### config.mk
export PLATFORM = sky130hd
export DESIGN_NAME = logic_74hc193_emu_flat
export DESIGN_NICKNAME = d
export VERILOG_FILES = /design/src/rtl/logic_74hc193_emu_if.sv /design/src/rtl/logic_74hc193_emu.sv /design/src/flat_wrapper.sv
export SDC_FILE = /design/constraint.sdc
export NUM_CORES = 1
export LEC_CHECK = 0
export ABC_AREA = 1
export CAP_MARGIN = 25
export CORE_AREA = 2 2 39 41
export CTS_BUF_LIST = sky130_fd_sc_hd__clkbuf_8
export DETAILED_ROUTE_END_ITERATION = 8
export DIE_AREA = 0 0 41 43
export HOLD_SLACK_MARGIN = 0.03
export PLACE_DENSITY = 0.62
export SLEW_MARGIN = 5
export SYNTH_ARGS = -nofsm -noshare
export SYNTH_HDL_FRONTEND = slang
export SYNTH_SLANG_ARGS = --single-unit
export TNS_END_PERCENT = 50
### constraint.sdc
create_clock -name clk_i -period 2.32 [get_ports clk_i]
set_input_delay 0.232 -clock clk_i [delete_from_list [all_inputs] [get_ports clk_i]]
set_output_delay 0.232 -clock clk_i [all_outputs]
set_load 0.005 [all_outputs]
### src/rtl/logic_74hc193_emu_if.sv
// -----------------------------------------------------------------------------
// logic_74hc193_emu_if
//
// Pin bundle for the 74HC193 up/down counter emulation. The chip-side control
// and count pins plus the counter outputs travel together so a cascade of
// stages can be wired as a set of interface instances.
//
// Signals:
//   mr       chip master reset, active-high, level-sensitive
//   npl      parallel load, active-low, level-sensitive
//   cpu      count-up clock pin, a rising edge counts up
//   cpd      count-down clock pin, a rising edge counts down
//   d        parallel load data
//   q        registered counter value
//   ntcu     terminal count up (carry), active-low
//   ntcd     terminal count down (borrow), active-low
//   conflict one-cycle pulse when both count pins rise in the same sample
//
// Modports:
//   master   drives the pins and observes the outputs (board / testbench side)
//   slave    the counter itself
// -----------------------------------------------------------------------------
interface logic_74hc193_emu_if #(
  parameter int unsigned Width = 4
) ();

  logic             mr;
  logic             npl;
  logic             cpu;
  logic             cpd;
  logic [Width-1:0] d;
  logic [Width-1:0] q;
  logic             ntcu;
  logic             ntcd;
  logic             conflict;

  modport master (
    output mr,
    output npl,
    output cpu,
    output cpd,
    output d,
    input  q,
    input  ntcu,
    input  ntcd,
    input  conflict
  );

  modport slave (
    input  mr,
    input  npl,
    input  cpu,
    input  cpd,
    input  d,
    output q,
    output ntcu,
    output ntcd,
    output conflict
  );

endinterface

### src/rtl/logic_74hc193_emu.sv
// -----------------------------------------------------------------------------
// logic_74hc193_emu
//
// Cycle-accurate emulation of a 74HC193 presettable binary up/down counter with
// separate up and down count pins. The count pins are ordinary data inputs
// sampled on clk_i and edge-detected; direction comes from which pin rises.
// All state is synchronous to clk_i.
//
// Parameters:
//   Width  counter width in bits (4 for the real part)
//   Init   value loaded into q on rst_ni
//
// Ports:
//   clk_i   system clock, all state updates on the rising edge
//   rst_ni  synchronous active-low reset
//   pins    logic_74hc193_emu_if.slave: mr, npl, cpu, cpd, d in;
//           q, ntcu, ntcd, conflict out
//
// Per-edge priority, highest first: rst_ni, mr, npl, count.
//
// Optional feature, macro LOGIC_74HC193_SYNC_EN:
//   When defined, cpu, cpd, mr and npl each pass through a 2-flop synchronizer
//   (reset values 1, 1, 0, 1) before any other logic, adding 2 cycles to every
//   input-to-q latency; ntcu/ntcd then use the synchronized cpu/cpd. d is not
//   synchronized, since it is only sampled while a (synchronized) load is
//   active. When undefined, the pins are used directly.
// -----------------------------------------------------------------------------
module logic_74hc193_emu #(
  parameter int unsigned     Width = 4,
  parameter logic [Width-1:0] Init  = '0
) (
  input logic                 clk_i,
  input logic                 rst_ni,
  logic_74hc193_emu_if.slave  pins
);

  localparam logic [Width-1:0] QMax = '1;
  localparam logic [Width-1:0] QOne = Width'(1);

  // Effective pin values seen by the counter core.
  logic cpu_s;
  logic cpd_s;
  logic mr_s;
  logic npl_s;

`ifdef LOGIC_74HC193_SYNC_EN
  // [0] is the first stage, [1] feeds the core.
  logic [1:0] cpu_sync_q;
  logic [1:0] cpd_sync_q;
  logic [1:0] mr_sync_q;
  logic [1:0] npl_sync_q;

  // Reset values match the idle level of each pin so leaving reset never
  // looks like an edge, a master reset or a load.
  always_ff @(posedge clk_i) begin
    if (!rst_ni) begin
      cpu_sync_q <= 2'b11;
      cpd_sync_q <= 2'b11;
      mr_sync_q  <= 2'b00;
      npl_sync_q <= 2'b11;
    end else begin
      cpu_sync_q <= {cpu_sync_q[0], pins.cpu};
      cpd_sync_q <= {cpd_sync_q[0], pins.cpd};
      mr_sync_q  <= {mr_sync_q[0], pins.mr};
      npl_sync_q <= {npl_sync_q[0], pins.npl};
    end
  end

  assign cpu_s = cpu_sync_q[1];
  assign cpd_s = cpd_sync_q[1];
  assign mr_s  = mr_sync_q[1];
  assign npl_s = npl_sync_q[1];
`else
  assign cpu_s = pins.cpu;
  assign cpd_s = pins.cpd;
  assign mr_s  = pins.mr;
  assign npl_s = pins.npl;
`endif

  // Counter state and previous-cycle pin samples.
  logic [Width-1:0] q_q;
  logic [Width-1:0] q_d;
  logic             cpu_q;
  logic             cpd_q;
  logic             conflict_q;
  logic             conflict_d;

  logic up_edge;
  logic dn_edge;

  assign up_edge = cpu_s & ~cpu_q;
  assign dn_edge = cpd_s & ~cpd_q;

  // Edges seen during mr or a load are simply dropped: the pin samples still
  // advance, so nothing is remembered for after the override ends.
  always_comb begin
    q_d        = q_q;
    conflict_d = 1'b0;
    if (mr_s) begin
      q_d = '0;
    end else if (!npl_s) begin
      q_d = pins.d;
    end else if (up_edge && dn_edge) begin
      conflict_d = 1'b1;
    end else if (up_edge && cpd_s) begin
      q_d = q_q + QOne;
    end else if (dn_edge && cpu_s) begin
      q_d = q_q - QOne;
    end
    // An edge while the opposite pin is low is datasheet-illegal: hold.
  end

  // Sample registers preset to 1 so the first cycle out of reset cannot show
  // a spurious rising edge.
  always_ff @(posedge clk_i) begin
    if (!rst_ni) begin
      q_q        <= Init;
      cpu_q      <= 1'b1;
      cpd_q      <= 1'b1;
      conflict_q <= 1'b0;
    end else begin
      q_q        <= q_d;
      cpu_q      <= cpu_s;
      cpd_q      <= cpd_s;
      conflict_q <= conflict_d;
    end
  end

  assign pins.q        = q_q;
  assign pins.conflict = conflict_q;

  // Combinational from q and the live (or synchronized) pin, so a cascaded
  // stage sees its carry rise together with this stage's count pin and
  // increments in the same cycle that this stage wraps.
  assign pins.ntcu = ~((q_q == QMax) & ~cpu_s);
  assign pins.ntcd = ~((q_q == '0) & ~cpd_s);

endmodule
### src/flat_wrapper.sv
// flat-port wrapper written by rule: the top's interface ports become plain ports
module logic_74hc193_emu_flat 
#(
  parameter int unsigned     Width = 4,
  parameter logic [Width-1:0] Init  = '0
)
  (clk_i, rst_ni, pins_mr, pins_npl, pins_cpu, pins_cpd, pins_d, pins_q, pins_ntcu, pins_ntcd, pins_conflict);
  logic_74hc193_emu_if #(.Width(Width)) pins_i ();
  input logic clk_i;
  input logic rst_ni;
  input wire logic [$bits(pins_i.mr)-1:0] pins_mr;
  input wire logic [$bits(pins_i.npl)-1:0] pins_npl;
  input wire logic [$bits(pins_i.cpu)-1:0] pins_cpu;
  input wire logic [$bits(pins_i.cpd)-1:0] pins_cpd;
  input wire logic [$bits(pins_i.d)-1:0] pins_d;
  output wire logic [$bits(pins_i.q)-1:0] pins_q;
  output wire logic [$bits(pins_i.ntcu)-1:0] pins_ntcu;
  output wire logic [$bits(pins_i.ntcd)-1:0] pins_ntcd;
  output wire logic [$bits(pins_i.conflict)-1:0] pins_conflict;
  assign pins_i.mr = pins_mr;
  assign pins_i.npl = pins_npl;
  assign pins_i.cpu = pins_cpu;
  assign pins_i.cpd = pins_cpd;
  assign pins_i.d = pins_d;
  assign pins_q = pins_i.q;
  assign pins_ntcu = pins_i.ntcu;
  assign pins_ntcd = pins_i.ntcd;
  assign pins_conflict = pins_i.conflict;
  logic_74hc193_emu #(.Width(Width), .Init(Init)) u_core (.clk_i(clk_i), .rst_ni(rst_ni), .pins(pins_i));
endmodule
==> results <==
- The run finished with clean final reports.
- The max-capacitance violation count is 0.
- The via count of the routed design is ~480.
- The cell accounting for the most synthesized area is sky130_fd_sc_hd__dfxtp_1.
- Of the cells placed in the final design, the portion with a size suffix greater than 1 is 8.99%.
- The clock passes through at most 2 buffers.
- Pin placement for this block handled 17 I/O pins.
- In this run, post-CTS hold repair placed 0 buffers.
- The transition time of the tightest slew-check pin is 0.254 ns.
- Yosys attributes the largest share of cell area to sky130_fd_sc_hd__dfxtp_1, sky130_fd_sc_hd__nand2_1, sky130_fd_sc_hd__inv_1.
- Counting the buffers created by CTS gives 3.
- The count of endpoints failing hold in the final timing report was 0.
- The tree built by TritonCTS fans out to 7 sinks.
- After global routing the overflow that remains totals 0.
- The largest clock skew in the final design is roughly 0.0019 ns.
- In the finished design, the share of the clock period the worst path needs comes to about three quarters.
- Static timing analysis puts the maximum clock frequency at 564 MHz.
- After detailed routing, the number of remaining DRC violations is 0.
- The detailed placer's ending HPWL is ~800 um.
- Leaving out fill and tap cells, the most frequent cell in the layout is sky130_fd_sc_hd__nand2_1.
- The number of endpoints failing setup at the final stage is 0.
- Once the clock tree was built, the setup fixing pass inserted 0 buffers.
- The overall die height is 43 um.
- The worst path meets setup with approximately 0.55 ns of slack.
- The width of the chip is between 40 and 50 um.
- The number of global-route vias before repair came to 400.
- The root buffer cell chosen for the clock tree is sky130_fd_sc_hd__clkbuf_8.
- The number of max-slew violations in the final report came to 0.
- The layout overhead on the synthesized area is 49.0%.
- Yosys printed 0 warnings.
- The critical path launch point is pins_cpu.
- The synthesized design contains 7 register bits.
- In the routed layout, each cell is associated on average with a via count of approximately 4.5.
- Of all nets on the critical path, the largest fanout is 5.
- Setup repair after global routing left no endpoint under its margin.
- The worst setup path is launched from an input port.
- The combined global-route utilization of all metal layers is ~15%.
- When the netlist entered floorplanning its net count stood at 82.
- In this run the tightest slew margin relative to its limit is a little over 80%.
- The standby leakage power is about 0.32 nW.
- The post-route setup TNS is 0 ns.
- The classification of the worst-slack hold path is flop to flop.
- The share of the Yosys chip area taken by registers is between 30 and 40%.
- In the layout the commonest cells are sky130_fd_sc_hd__nand2_1, sky130_fd_sc_hd__clkdlybuf4s50_1, sky130_fd_sc_hd__inv_1.
- In this run the critical register-to-register path is launched from u_core.cpu_q$_SDFF_PN1_.
- The largest voltage drop on the vdd net is ~0.00021 V.
- The mean instance size in the synthesized netlist is about 6.7 sq um.
- The mapped cell area is between 400 and 500 sq um.
- Entering global routing, the biggest net connects 8 pins.
- The netlist uses 15 different library cells.
- The initial utilization of the core area, before any placement, comes to about 33%.
- The post-placement setup slack is approximately 0.31 ns.
- After clock tree synthesis, the repair step resized 0 gates.
- The H-tree depth is 1.
- In the final design database the tool counted ~100 nets.
- In this run, the number of DRC markers left after iteration 0 of detailed routing was 8.
- The number of iterations in the first detailed-routing pass is 4.
- The number of antenna violations at the first check in global routing is 0.
- The total power divided by cell area is 548 mW/mm^2.
- The cell count after synthesis is 69.
- The clock insertion delay at the later pin of the skew report is 0.23 ns.
- In the final routed layout, each cell accounts on average for around 9.4 um.
- The area share of the largest cell type after synthesis is 30.5%.
- The worst setup path is captured at a flop.
- The floorplan die area is ~0.0018 sq mm.
- The number of antenna diodes in the final layout is 0.
- The shortest period the worst path allows is 1.77 ns.
- The port buffer count is 16.
- The fill cell total of the finished layout is 156.
- The number of placement rows is 14.
- The number of nets with antenna violations after detailed routing is 0.
- By startpoint and endpoint, the worst setup path is classified as input port to flop.
- Routability-driven placement finished with a final weighted congestion of between 0.6 and 0.7.
- Data on the critical path arrives at its endpoint at between 1.5 and 2 ns.
- After floorplanning, the core was sized to cover ~0.0014 sq mm.
- The startpoint of the worst hold path is u_core.pins.q[2]$_SDFFE_PP0P_.
- At the worst endpoint, the required time is approximately 2.5 ns.
- For this block, the routed nets add up to approximately 990 um of wire.
- The wire length of the first global-routing pass is 1660 um.
- The CTS tree is built.
- The clock transition at the registers of the reported paths is 0.04 ns.
## cell type report
type / count / area, sq um / area share (%)
repair buffers: 16 / 160 / 23.4
multi-input cells: 50 / 274 / 40.0
clock inverters: 1 / 3.75 / 0.548
well taps: 16 / 20.0 / 2.93
inverters: 12 / 45.0 / 6.58
clock buffers: 3 / 41.3 / 6.03
flip-flops and latches: 7 / 140 / 20.5
## stage by stage
stage / hold WS [ns] / instances / area, sq um / util, % / total power [mW]
after floorplan: 0.301 / 69 / 459 / - / 0.174
after global placement: 0.526 / 101 / 639 / 46.2 / 0.210
after detailed placement: 0.520 / 101 / 639 / 46.2 / 0.211
after CTS: 0.526 / 105 / 684 / 49.5 / 0.380
after global routing: 0.560 / 105 / 684 / 49.5 / 0.399
final: 0.525 / 105 / 684 / 49.5 / 0.375
## sequential cells by signal (all words and copies together), names as in the netlist
signal	cells
u_core.pins.q	4
u_core.cpd_q	1
u_core.cpu_q	1
u_core.pins.conflict	1
## logic make-up after synthesis
family          Yosys count  share of synthesized area (%)
simple gates             40                           39.8
xor+xnor                  1                           1.91
buf+inv                  12                           9.81
flops                     7                           30.5
compound gates            6                           8.17
fa+ha+maj                 3                           9.81
## where the power goes
group          internal, mW  switching, mW
sequential            0.126        0.00593
combinational        0.0406         0.0354
clock                 0.114         0.0522
total                 0.281         0.0935
## cells in the mapped netlist, drive strengths merged
cell type and instances:
inv 12, xnor2 1, nor2 7, a211oi 1
o21ai 2, ha 2, dfxtp 7, nor3 2
fa 1, a21oi 3, nand2 23, nand3 8
## path summary, 6_finish.rpt
path	endpoint	slack [ns]	depth (start not counted)
setup reg to reg	u_core.pins.q[3]$_SDFFE_PP0P_	0.81	10
hold reg to reg	u_core.pins.q[2]$_SDFFE_PP0P_	0.53	2
setup / recovery	u_core.pins.q[3]$_SDFFE_PP0P_	0.55	10
hold / removal	u_core.pins.q[2]$_SDFFE_PP0P_	0.53	2
## per-layer routing
layer	track usage (%)	vias to the layer above	routed length, um
met5	0	-	0
met4	14.0	0	40
met3	6.28	5	46
met2	19.4	14	463
met1	17.4	202	437
li1	-	255	-
## worst max-delay path: stages
cell and delay, ns:
sky130_fd_sc_hd__clkdlybuf4s50_1 0.58, sky130_fd_sc_hd__nand3_2 0.17, sky130_fd_sc_hd__ha_1 0.36, sky130_fd_sc_hd__nand2_1 0.08, sky130_fd_sc_hd__nand2_1 0.04, sky130_fd_sc_hd__nor2_1 0.12
sky130_fd_sc_hd__nand3_1 0.09, sky130_fd_sc_hd__nand3_1 0.09, sky130_fd_sc_hd__nand2_1 0.05, sky130_fd_sc_hd__a21oi_1 0.11
Power figures use the tool's default switching activity.
